## config.mk

```make
export PLATFORM = sky130hd
export DESIGN_NAME = kanagawa_fifo_write_arbiter
export DESIGN_NICKNAME = d
export VERILOG_FILES = /design/src/rtl/kanagawa_fifo_arb_pkg.sv /design/src/rtl/kanagawa_rr_picker.sv /design/src/rtl/kanagawa_fifo_write_arbiter.sv
export SDC_FILE = /design/constraint.sdc
export NUM_CORES = 1
export LEC_CHECK = 0
export CAP_MARGIN = 20
export CORE_MARGIN = 2
export CORE_UTILIZATION = 38
export DETAILED_ROUTE_END_ITERATION = 8
export GPL_TIMING_DRIVEN = 1
export PLACE_DENSITY = 0.85
export SLEW_MARGIN = 20
export SYNTH_ARGS = -nofsm -noshare
export SYNTH_HDL_FRONTEND = slang
export SYNTH_SLANG_ARGS = --single-unit
```

## constraint.sdc

```tcl
create_clock -name clk -period 2.3 [get_ports clk]
set_input_delay 0.46 -clock clk [delete_from_list [all_inputs] [get_ports clk]]
set_output_delay 0.46 -clock clk [all_outputs]
set_load 0.01 [all_outputs]
```

## src/rtl/kanagawa_fifo_arb_pkg.sv

```systemverilog
// Shared types and helpers for the FIFO write arbiter and its round-robin picker.
package kanagawa_fifo_arb_pkg;

  typedef enum logic [0:0] {
    StIdle,
    StLocked
  } arb_state_e;

  // Index width for n requesters; never zero so single-entry ports stay legal.
  function automatic int unsigned idx_width(int unsigned n);
    return (n > 1) ? $clog2(n) : 1;
  endfunction

endpackage

```

## src/rtl/kanagawa_rr_picker.sv

```systemverilog
// Combinational round-robin picker: first set bit of the request mask at or after ptr_i,
// wrapping modulo N.
module kanagawa_rr_picker
  import kanagawa_fifo_arb_pkg::*;
#(
  parameter int unsigned N    = 2,
  parameter int unsigned IdxW = idx_width(N)
) (
  input  logic [N-1:0]    req_mask_i,
  input  logic [IdxW-1:0] ptr_i,
  output logic            found_o,
  output logic [IdxW-1:0] idx_o
);

  int unsigned cand;

  always_comb begin
    found_o = 1'b0;
    idx_o   = '0;
    cand    = 0;
    for (int unsigned i = 0; i < N; i++) begin
      cand = 32'(ptr_i) + i;
      if (cand >= N) cand = cand - N;
      if (!found_o && req_mask_i[cand]) begin
        found_o = 1'b1;
        idx_o   = cand[IdxW-1:0];
      end
    end
  end

endmodule

```

## src/rtl/kanagawa_fifo_write_arbiter.sv

```systemverilog
// Round-robin arbiter sharing one registered FIFO write port among N requesters, with an
// optional packet-atomic mode that holds the grant until the owner's last beat.
module kanagawa_fifo_write_arbiter
  import kanagawa_fifo_arb_pkg::*;
#(
  parameter int unsigned N           = 2,
  parameter int unsigned WIDTH       = 32,
  parameter int unsigned PACKET_MODE = 0,
  parameter int unsigned MAX_PACKET  = 256
) (
  input  logic                 clk,
  input  logic                 rst,
  input  logic [N-1:0]         req_valid_in,
  input  logic [N*WIDTH-1:0]   req_data_in,
  input  logic [N-1:0]         req_last_in,
  output logic [N-1:0]         req_ready_out,
  output logic                 wrreq_out,
  output logic [WIDTH-1:0]     data_out,
  input  logic                 full_in,
  input  logic                 almost_full_in,
  output logic [$clog2(N)-1:0] grant_idx_out,
  output logic                 locked_out,
  output logic                 overflow_err_out,
  output logic                 watchdog_err_out
);

  localparam int unsigned IdxW = idx_width(N);
  localparam int unsigned CntW = $clog2(MAX_PACKET + 1);

  if (N < 2 || N > 16) begin : g_bad_n
    $error("kanagawa_fifo_write_arbiter: N must be in 2..16");
  end
  if (MAX_PACKET < 2) begin : g_bad_max_packet
    $error("kanagawa_fifo_write_arbiter: MAX_PACKET must be at least 2");
  end

  function automatic logic [IdxW-1:0] next_idx(logic [IdxW-1:0] idx);
    return (idx == IdxW'(N - 1)) ? '0 : idx + 1'b1;
  endfunction

  arb_state_e       state_q, state_d;
  logic [IdxW-1:0]  ptr_q, ptr_d;
  logic [IdxW-1:0]  owner_q, owner_d;
  logic [CntW-1:0]  cnt_q, cnt_d;
  logic [IdxW-1:0]  grant_q, grant_d;
  logic             wd_err_q, wd_err_d;
  logic             ovf_err_q;
  logic             wrreq_q;
  logic [WIDTH-1:0] data_q;

  logic             sel_found;
  logic [IdxW-1:0]  sel_idx;
  logic [IdxW-1:0]  acc_idx;
  logic             acc_vin;
  logic             acc_last;
  logic [WIDTH-1:0] acc_data;
  logic             can_issue;
  logic             accept;

  kanagawa_rr_picker #(
    .N    (N),
    .IdxW (IdxW)
  ) u_picker (
    .req_mask_i (req_valid_in),
    .ptr_i      (ptr_q),
    .found_o    (sel_found),
    .idx_o      (sel_idx)
  );

  // almost_full leaves room for the output register plus one cycle of status lag.
  assign can_issue = !full_in && !almost_full_in;

  always_comb begin
    acc_idx  = (state_q == StLocked) ? owner_q : sel_idx;
    acc_vin  = 1'b0;
    acc_last = 1'b0;
    acc_data = '0;
    for (int unsigned i = 0; i < N; i++) begin
      if (acc_idx == IdxW'(i)) begin
        acc_vin  = req_valid_in[i];
        acc_last = req_last_in[i];
        acc_data = req_data_in[i*WIDTH +: WIDTH];
      end
    end
    // In IDLE a valid at sel_idx implies sel_found; in LOCKED only the owner may go.
    accept = can_issue && !rst && acc_vin && ((state_q == StLocked) || sel_found);
    for (int unsigned i = 0; i < N; i++) begin
      req_ready_out[i] = accept && (acc_idx == IdxW'(i));
    end
  end

  always_comb begin
    state_d  = state_q;
    ptr_d    = ptr_q;
    owner_d  = owner_q;
    cnt_d    = cnt_q;
    grant_d  = grant_q;
    wd_err_d = wd_err_q;
    if (accept) begin
      grant_d = acc_idx;
      unique case (state_q)
        StIdle: begin
          if (PACKET_MODE == 0 || acc_last) begin
            ptr_d = next_idx(acc_idx);
          end else begin
            state_d = StLocked;
            owner_d = acc_idx;
            cnt_d   = CntW'(1);
          end
        end
        StLocked: begin
          if (acc_last) begin
            state_d = StIdle;
            ptr_d   = next_idx(owner_q);
            cnt_d   = '0;
          end else if (cnt_q + CntW'(1) == CntW'(MAX_PACKET)) begin
            // Runaway packet: release the port so other requesters are not starved.
            state_d  = StIdle;
            ptr_d    = next_idx(owner_q);
            cnt_d    = '0;
            wd_err_d = 1'b1;
          end else begin
            cnt_d = cnt_q + CntW'(1);
          end
        end
        default: state_d = StIdle;
      endcase
    end
  end

  always_ff @(posedge clk) begin
    if (rst) begin
      state_q   <= StIdle;
      ptr_q     <= '0;
      owner_q   <= '0;
      cnt_q     <= '0;
      grant_q   <= '0;
      wd_err_q  <= 1'b0;
      ovf_err_q <= 1'b0;
      wrreq_q   <= 1'b0;
      data_q    <= '0;
    end else begin
      state_q   <= state_d;
      ptr_q     <= ptr_d;
      owner_q   <= owner_d;
      cnt_q     <= cnt_d;
      grant_q   <= grant_d;
      wd_err_q  <= wd_err_d;
      ovf_err_q <= ovf_err_q | (wrreq_q & full_in);
      wrreq_q   <= accept;
      if (accept) data_q <= acc_data;
    end
  end

  assign wrreq_out        = wrreq_q;
  assign data_out         = data_q;
  assign grant_idx_out    = grant_q;
  assign locked_out       = (state_q == StLocked);
  assign overflow_err_out = ovf_err_q;
  assign watchdog_err_out = wd_err_q;

endmodule

```

# == Yosys cells after proc, flatten, opt, wreduce, memory -nomap -nowiden ==
# Index checks and enable logic that the tools add are counted.
# W data, S select, Z words.
# classes
n_eq_ne,2
n_bitwise,5
n_lt_le_gt_ge,4
n_reduce_logical,15
mux,24
add_sub_neg,5
# ops
cell,count
$mux W32,3
$lt A32 B2 Y1 const B,2
$ge A32 B2 Y1 const B,1
$sub A32 B2 Y32 const B,1
$mux W9,3
$mux W1,16
$add A9 B1 Y9 const B,1
$eq A9 B9 Y1 const B,1
$logic_and A1 B1 Y1,7
$logic_not A1 Y1,4
$pmux W1 S2,2
$reduce_and A2 Y1,2
$reduce_and A4 Y1,1
$ne A3 B1 Y1 const B,1
$not A1 Y1,3
$sub A1 B2 Y3 const B,1
$add A1 B1 Y2 const B,1
$ge A1 B2 Y1 const B,1
$add A1 B1 Y1 const B,1
$and A1 B1 Y1,1
$logic_or A1 B1 Y1,1
$or A1 B1 Y1,1
# totals
regBits,47
word_cells,63
input_bits,72

# == Longest topological paths before layout ==
# Gate-level depths: netlist of run 1.
# logic_depth
ltp_word,13
mapped_depth,7

# == Cells and area by module ==
# From an unflattened synthesis of run 1, not the netlist that was laid out.
# unflattened
hier_cells,242
hier_area_um2,2133.3
# by_module_without_submodules
module,cells_each,n_inst,area_each_um2
kanagawa_fifo_write_arbiter,239,1,2115.8
kanagawa_rr_picker,3,1,17.5

# == Worst setup path before layout of run 1 ==
# Ideal clock, no wire load.
# synth_path
path_type,in2out
start,in rst
end,out req_ready_out[0]
required_time_ns,1.840
t_arrival_ns,1.363
setup_slack_ns,0.477
n_path_buf,2
path_stages,5
cell_sequence,clkbuf_1 -> nor3_2 -> nand2_1 -> nor2_2 -> buf_2
# synth_via
elab_chain_cells,5
# synth_lines
element,line,text
start: declaration,kanagawa_fifo_write_arbiter.sv:12,"input logic rst,"
$logic_not A1 Y1,kanagawa_fifo_write_arbiter.sv:86,accept = can_issue && !rst && acc_vin && ((state_q == StLocked) || sel_found);
$logic_and A1 B1 Y1 (3 in a row),kanagawa_fifo_write_arbiter.sv:86,
$logic_and A1 B1 Y1,kanagawa_fifo_write_arbiter.sv:88,req_ready_out[i] = accept && (acc_idx == IdxW'(i));
end: declaration,kanagawa_fifo_write_arbiter.sv:16,"output logic [N-1:0] req_ready_out,"
# No other way between the ends.

# == Final worst setup path of run 1 ==
# layout_path
start,in almost_full_in
end,out req_ready_out[0]
# layout_via
elab_chain_cells,6
# layout_lines
element,line,text
start: declaration,kanagawa_fifo_write_arbiter.sv:20,"input logic almost_full_in,"
$logic_not A1 Y1,kanagawa_fifo_write_arbiter.sv:71,assign can_issue = !full_in && !almost_full_in;
$logic_and A1 B1 Y1,kanagawa_fifo_write_arbiter.sv:71,
$logic_and A1 B1 Y1 (3 in a row),kanagawa_fifo_write_arbiter.sv:86,
$logic_and A1 B1 Y1,kanagawa_fifo_write_arbiter.sv:88,
# No other way between the ends.

==> results of run 1 <==
## final cells by class
cell class | count | area [µm²] | share of cell area
timing repair buffer | 119 | 1170 | 0.365
sequential | 47 | 941 | 0.294
multi-input combinational | 144 | 912 | 0.285
tap | 70 | 87.6 | 0.0274
clock buffer | 5 | 68.8 | 0.0215
inverter | 3 | 11.3 | 0.00352
clock inverter | 1 | 7.51 | 0.00235
## worst max-delay path, stage by stage
cell	delay (ns)
clkdlybuf4s50_1	0.45
nor3_2	0.24
buf_4	0.17
nand2_1	0.08
nor2_2	0.13
clkdlybuf4s15_1	0.26
## placed cells by master (no fill, tap or decap), types with 3 or more instances in the layout
cell type and n:
buf_4 9, nand3_1 11, a222oi_1 32, or3_1 4, nand2_1 13, dfxtp_1 47
clkdlybuf4s50_1 108, nor2_1 39, inv_1 3, o21ai_0 3, clkbuf_8 5, a21oi_1 8
a31oi_1 3
## registers in the layout, indices dropped and copies added, names as in the netlist
name              count
cnt_q                 9
wrreq_out             1
locked_out            1
ptr_q                 1
overflow_err_out      1
data_out             32
watchdog_err_out      1
grant_idx_out         1
## metrics by stage
stage / instances / worst slack, ns / instance area, µm² / util
2_1_floorplan: 210 / 0.477 / 1940 / -
3_3_place_gp: 380 / -0.128 / 3100 / 0.618
3_5_place_dp: 380 / -0.185 / 3100 / 0.618
4_1_cts: 389 / 0.0370 / 3190 / 0.638
5_1_grt: 389 / 0.00912 / 3200 / 0.638
6_report: 389 / 0.0492 / 3200 / 0.638
## path summary, 6_finish.rpt
| check | start | endpoint | slack (ns) |
|---|---|---|---|
| setup / recovery | almost_full_in | req_ready_out[0] | 0.05 |
| hold / removal | watchdog_err_out$_SDFFE_PP0P_ | watchdog_err_out$_SDFFE_PP0P_ | 0.45 |
| setup reg to reg | cnt_q[0]$_SDFFE_PP0P_ | cnt_q[1]$_SDFFE_PP0P_ | 0.33 |
| hold reg to reg | watchdog_err_out$_SDFFE_PP0P_ | watchdog_err_out$_SDFFE_PP0P_ | 0.45 |
## power by group
part / internal (W) / total (W) / switching (W)
clock: 0.000203 / 0.000483 / 0.000280
combinational: 0.000177 / 0.000270 / 0.0000924
sequential: 0.000835 / 0.000846 / 0.0000111
## logic make-up after synthesis
kind of cell,count (synthesis)
AOI/OAI and AO/OA,56
DFF,47
buffers and inverters,19
xor gates and xnor gates,2
and+or+nand+nor,84
adders and majority gates,1
muxes,1
## routing by layer
layer / share of wire / up-vias
met3: 0.080 / 8
met5: 0 / -
met2: 0.50 / 113
li1: - / 1021
met1: 0.40 / 1026
met4: 0.013 / 0
## what timing repair did
item | 4_1_cts | 5_1_grt
setup endpoints to repair | 2 | 1
resized for setup | 2 | 1
pin swaps | 1 | 1
gates cloned | 0 | 0
setup buffers | 3 | 0
==> out/metrics.yaml, run 1 <==
reg2reg_depth: 7
critPathCaptureType: "primary output"
postRouteAntennaNets: 0
antenna_found_initial: 0
vias: 2168
root_buffer: "clkbuf_8"
htree_levels: 2
ys_seq_elements: 47
synth_xor_area_frac: 0.00903
num-fill-cells: 459
use_met2: 0.352
synth-seq-area-share: 0.485
die-area_um2: 5690
synth_area_um2: 1940
syn_to_final_growth_pct: 64.7
hpwl_um: 4250
finalSetupViolCount: 0
die_x_um: 75.5
grt_pass1_wl_um: 9250
gr-usage-all-layers: 0.209
clockBufferDepth: 2
antenna_cells: 0
synth_edf_count: 0
fmax_ghz: 0.444
port_buffers: 110
rows: 26
hold_ws_ns: 0.447
synth_async_sr_flop_share: 0
slew_headroom: 0.612
dieHeight_um: 75.5
gp_congestion: 0.903
hold_class: "reg -> reg"
io_pins: 111
synthSimpleGateAreaFrac: 0.204
postCtsHoldBufs: 0
rsz0062_at_grt: "no"
cp_max_fo: 3
netlist_top_cells_area: "dfxtp_1, a222oi_1, nor2_1"
synth_compound_area_frac: 0.246
synth_top_family_by_area: "compound AO/OA/AOI/OAI gates"
grt_pass1_vias: 2057
critical_path_required_ns: 1.84
yosys-top-cells-count: "dfxtp_1, nor2_1, a222oi_1, nand2_1, nand3_1"
ys.flop_type: "dfxtp_1"
coreArea_um2: 5010
p_total_w: 0.00160
yosysWarnings: 0
start_util: 0.387
hold_viol_final: 0
tightest_slew_ns: 0.579
drt_iter0_markers: 312
syn_avg_cell_area_um2: 9.24
syn_inst: 210
clk_pin_slew_worst_paths_ns: 0.08
leakagePower_nw: 1.17
grt_overflow_total: 0
grt_max_degree: 44
first_pass_iters: 6
start_kind: "input pin"
skew_ns: 0.00522
slew_viol_final: 0
critical_path_class: "in -> out"
synth_fa_ha_area_frac: 0.00645
nets: 393
final_layout_size_suffix_gt1_frac: 0.0690
met3_usage: 0.0675
grt_busiest_layer: "met2"
peakVddDrop_v: 0.000417
maxCapViolCount: 0
cts_made_buffers: 5
status: "finished, final reports clean"
worstHoldPathCells: 2
synthMuxAreaShare: 0.00516
layout_worst_path_cycle_share: 0.979
yosysMostFrequentCell: "dfxtp_1"
cts_sinks: 47
arrival_ns: 1.79
wl_um: 6160
yosysTopAreaCell: "dfxtp_1"
grtUsageMet1: 0.258
drt-wirelength-per-cell_um: 15.8
synth_fp_nets: 283
ys_types: 37
clock_latency_ns: 0.30
power_density_nw_per_um2: 500
vias_per_cell: 5.57
cts_tree: "done"
totalNegativeSetupSlack_ns: 0
route.detailed.drc: 0
period_minus_slack_ns: 2.25
netlist.area_leader.share: 0.485
Power figures use the tool's default switching activity.
==> inputs of run 2 (changes only) <==
--- a/config.mk
+++ b/config.mk
@@ -5,6 +5,7 @@
 export SDC_FILE = /design/constraint.sdc
 export NUM_CORES = 1
 export LEC_CHECK = 0
+export ABC_CLOCK_PERIOD_IN_PS = 2300
 export CAP_MARGIN = 20
 export CORE_MARGIN = 2
 export CORE_UTILIZATION = 38
==> results of run 2 <==
Final layout, timing and power as in run 1 (identical DEF).
==> inputs of run 3 (changes only) <==
--- a/config.mk
+++ b/config.mk
@@ -12,6 +12,7 @@
 export DETAILED_ROUTE_END_ITERATION = 8
 export GPL_TIMING_DRIVEN = 1
 export PLACE_DENSITY = 0.85
+export REMOVE_ABC_BUFFERS = 1
 export SLEW_MARGIN = 20
 export SYNTH_ARGS = -nofsm -noshare
 export SYNTH_HDL_FRONTEND = slang
==> run 3 against run 2 <==
Compared with the run above: die area is the same; power rose by 8.0%; highest routed layer unchanged; cell count stayed put.
==> out/metrics.yaml, run 3 (synthesis results as in run 1) <==
drt-wirelength-per-cell_um: 15.0
utilization: 0.644
cts_made_buffers: 5
syn_to_final_growth_pct: 66.3
reg2reg_depth: 7
cp_cell_sequence: "clkdlybuf4s50_1 -> nor3_2 -> nand2_1 -> nor2_4 -> dlygate4sd2_1"
final_common_cell: "clkdlybuf4s50_1"
hold_class: "reg -> reg"
mostFrequentLayoutCells: "clkdlybuf4s50_1, dfxtp_1, nor2_1"
critPathSlowestCell: "clkdlybuf4s50_1"
slew_headroom: 0.718
io_pins: 111
nets: 391
postRouteAntennaNets: 0
setup.worst_path.start: "full_in"
post-cts-setup-buffers: 0
r2r_end: "cnt_q[1]$_SDFFE_PP0P_"
critical_path_class: "in -> out"
maxCapViolCount: 0
clockBufferDepth: 2
wl_um: 5850
start_util: 0.387
tightest_slew_ns: 0.423
arrival_ns: 1.76
coreArea_um2: 5010
final_layout_size_suffix_gt1_frac: 0.0690
grt_overflow_total: 0
gr-usage-all-layers: 0.210
rsz0062_at_grt: "no"
gp_congestion: 0.866
critical_path_required_ns: 1.84
cts_sinks: 47
cts_tree: "done"
root_buffer: "clkbuf_8"
crit_path_end: "req_ready_out[0]"
r2r_setup_slack_ns: 0.29
hold_viol_final: 0
p_total_w: 0.00173
die-area_um2: 5690
peakVddDrop_v: 0.000292
clk_pin_slew_worst_paths_ns: 0.09
antenna_found_initial: 0
vias_per_cell: 5.47
port_buffers: 110
vias: 2129
route.detailed.drc: 0
grt_pass1_vias: 1951
slew_viol_final: 0
critPathCaptureType: "primary output"
power_density_nw_per_um2: 535
start_kind: "input pin"
largest_reg_flops: 32
htree_levels: 2
r2r_start: "cnt_q[0]$_SDFFE_PP0P_"
leakagePower_nw: 1.19
status: "finished, final reports clean"
clock_latency_ns: 0.29
cp_max_fo: 4
finalSetupViolCount: 0
period_minus_slack_ns: 2.22
skew_ns: 0.00723
cts_resized: 4
die_x_um: 75.5
fmax_ghz: 0.450
grt_max_degree: 44
first_pass_iters: 5
dieHeight_um: 75.5
hpwl_um: 4170
layout_worst_path_cycle_share: 0.967
drt_iter0_markers: 289
antenna_cells: 0
cpPeakStageDelay_ns: 0.43
postCtsHoldBufs: 0
final_cells: 389
grt_pass1_wl_um: 9250
rows: 26
dp_cells: 381
[run 3: final cells by class]
type                    instances  area, µm²
flip-flops and latches         47        941
clock buffers                   5       68.8
clock inverters                 3       43.8
repair buffers                117       1150
inverters                       3       11.3
multi-input cells             144        925
fillers                       448       1780
well taps                      70       87.6
[run 3: metrics by stage]
step	TNS, ns	area, µm²	hold slack (ns)	setup slack [ns]
after floorplan	-3.35	1860	0.451	-0.185
after global placement	-0.412	3110	0.441	-0.254
after detailed placement	-0.499	3110	0.443	-0.271
after CTS	0	3230	0.457	0.0558
after global routing	0	3230	0.502	0.0194
final	0	3230	0.452	0.0764
[run 3: worst max-delay path: cells and delay by family]
kind	cells	cell delay, ns
buffers and inverters	2	0.72
and+or+nand+nor	3	0.58
[run 3: where the power goes]
| part | total (W) | internal (W) | switching (W) |
|---|---|---|---|
| Clock | 0.000612 | 0.000324 | 0.000288 |
| Sequential | 0.000846 | 0.000835 | 0.0000112 |
| Combinational | 0.000268 | 0.000177 | 0.0000909 |
| Total | 0.00173 | 0.00134 | 0.000390 |
[run 3: worst min path at each step]
stage	start	end	slack, ns	cells past startpoint
floorplan	cnt_q[8]$_SDFFE_PP0P_	cnt_q[8]$_SDFFE_PP0P_	0.45	2
global placement	watchdog_err_out$_SDFFE_PP0P_	watchdog_err_out$_SDFFE_PP0P_	0.44	2
detailed placement	watchdog_err_out$_SDFFE_PP0P_	watchdog_err_out$_SDFFE_PP0P_	0.44	2
CTS	watchdog_err_out$_SDFFE_PP0P_	watchdog_err_out$_SDFFE_PP0P_	0.46	2
global route	watchdog_err_out$_SDFFE_PP0P_	watchdog_err_out$_SDFFE_PP0P_	0.50	2
finish	watchdog_err_out$_SDFFE_PP0P_	watchdog_err_out$_SDFFE_PP0P_	0.45	2
[run 3: routing by layer]
layer,track usage,up-vias,share of wire
met1,0.272,1005,0.40
met4,0.0624,0,0.014
li1,-,1021,-
met2,0.329,95,0.49
met5,0,-,0
met3,0.0767,8,0.099
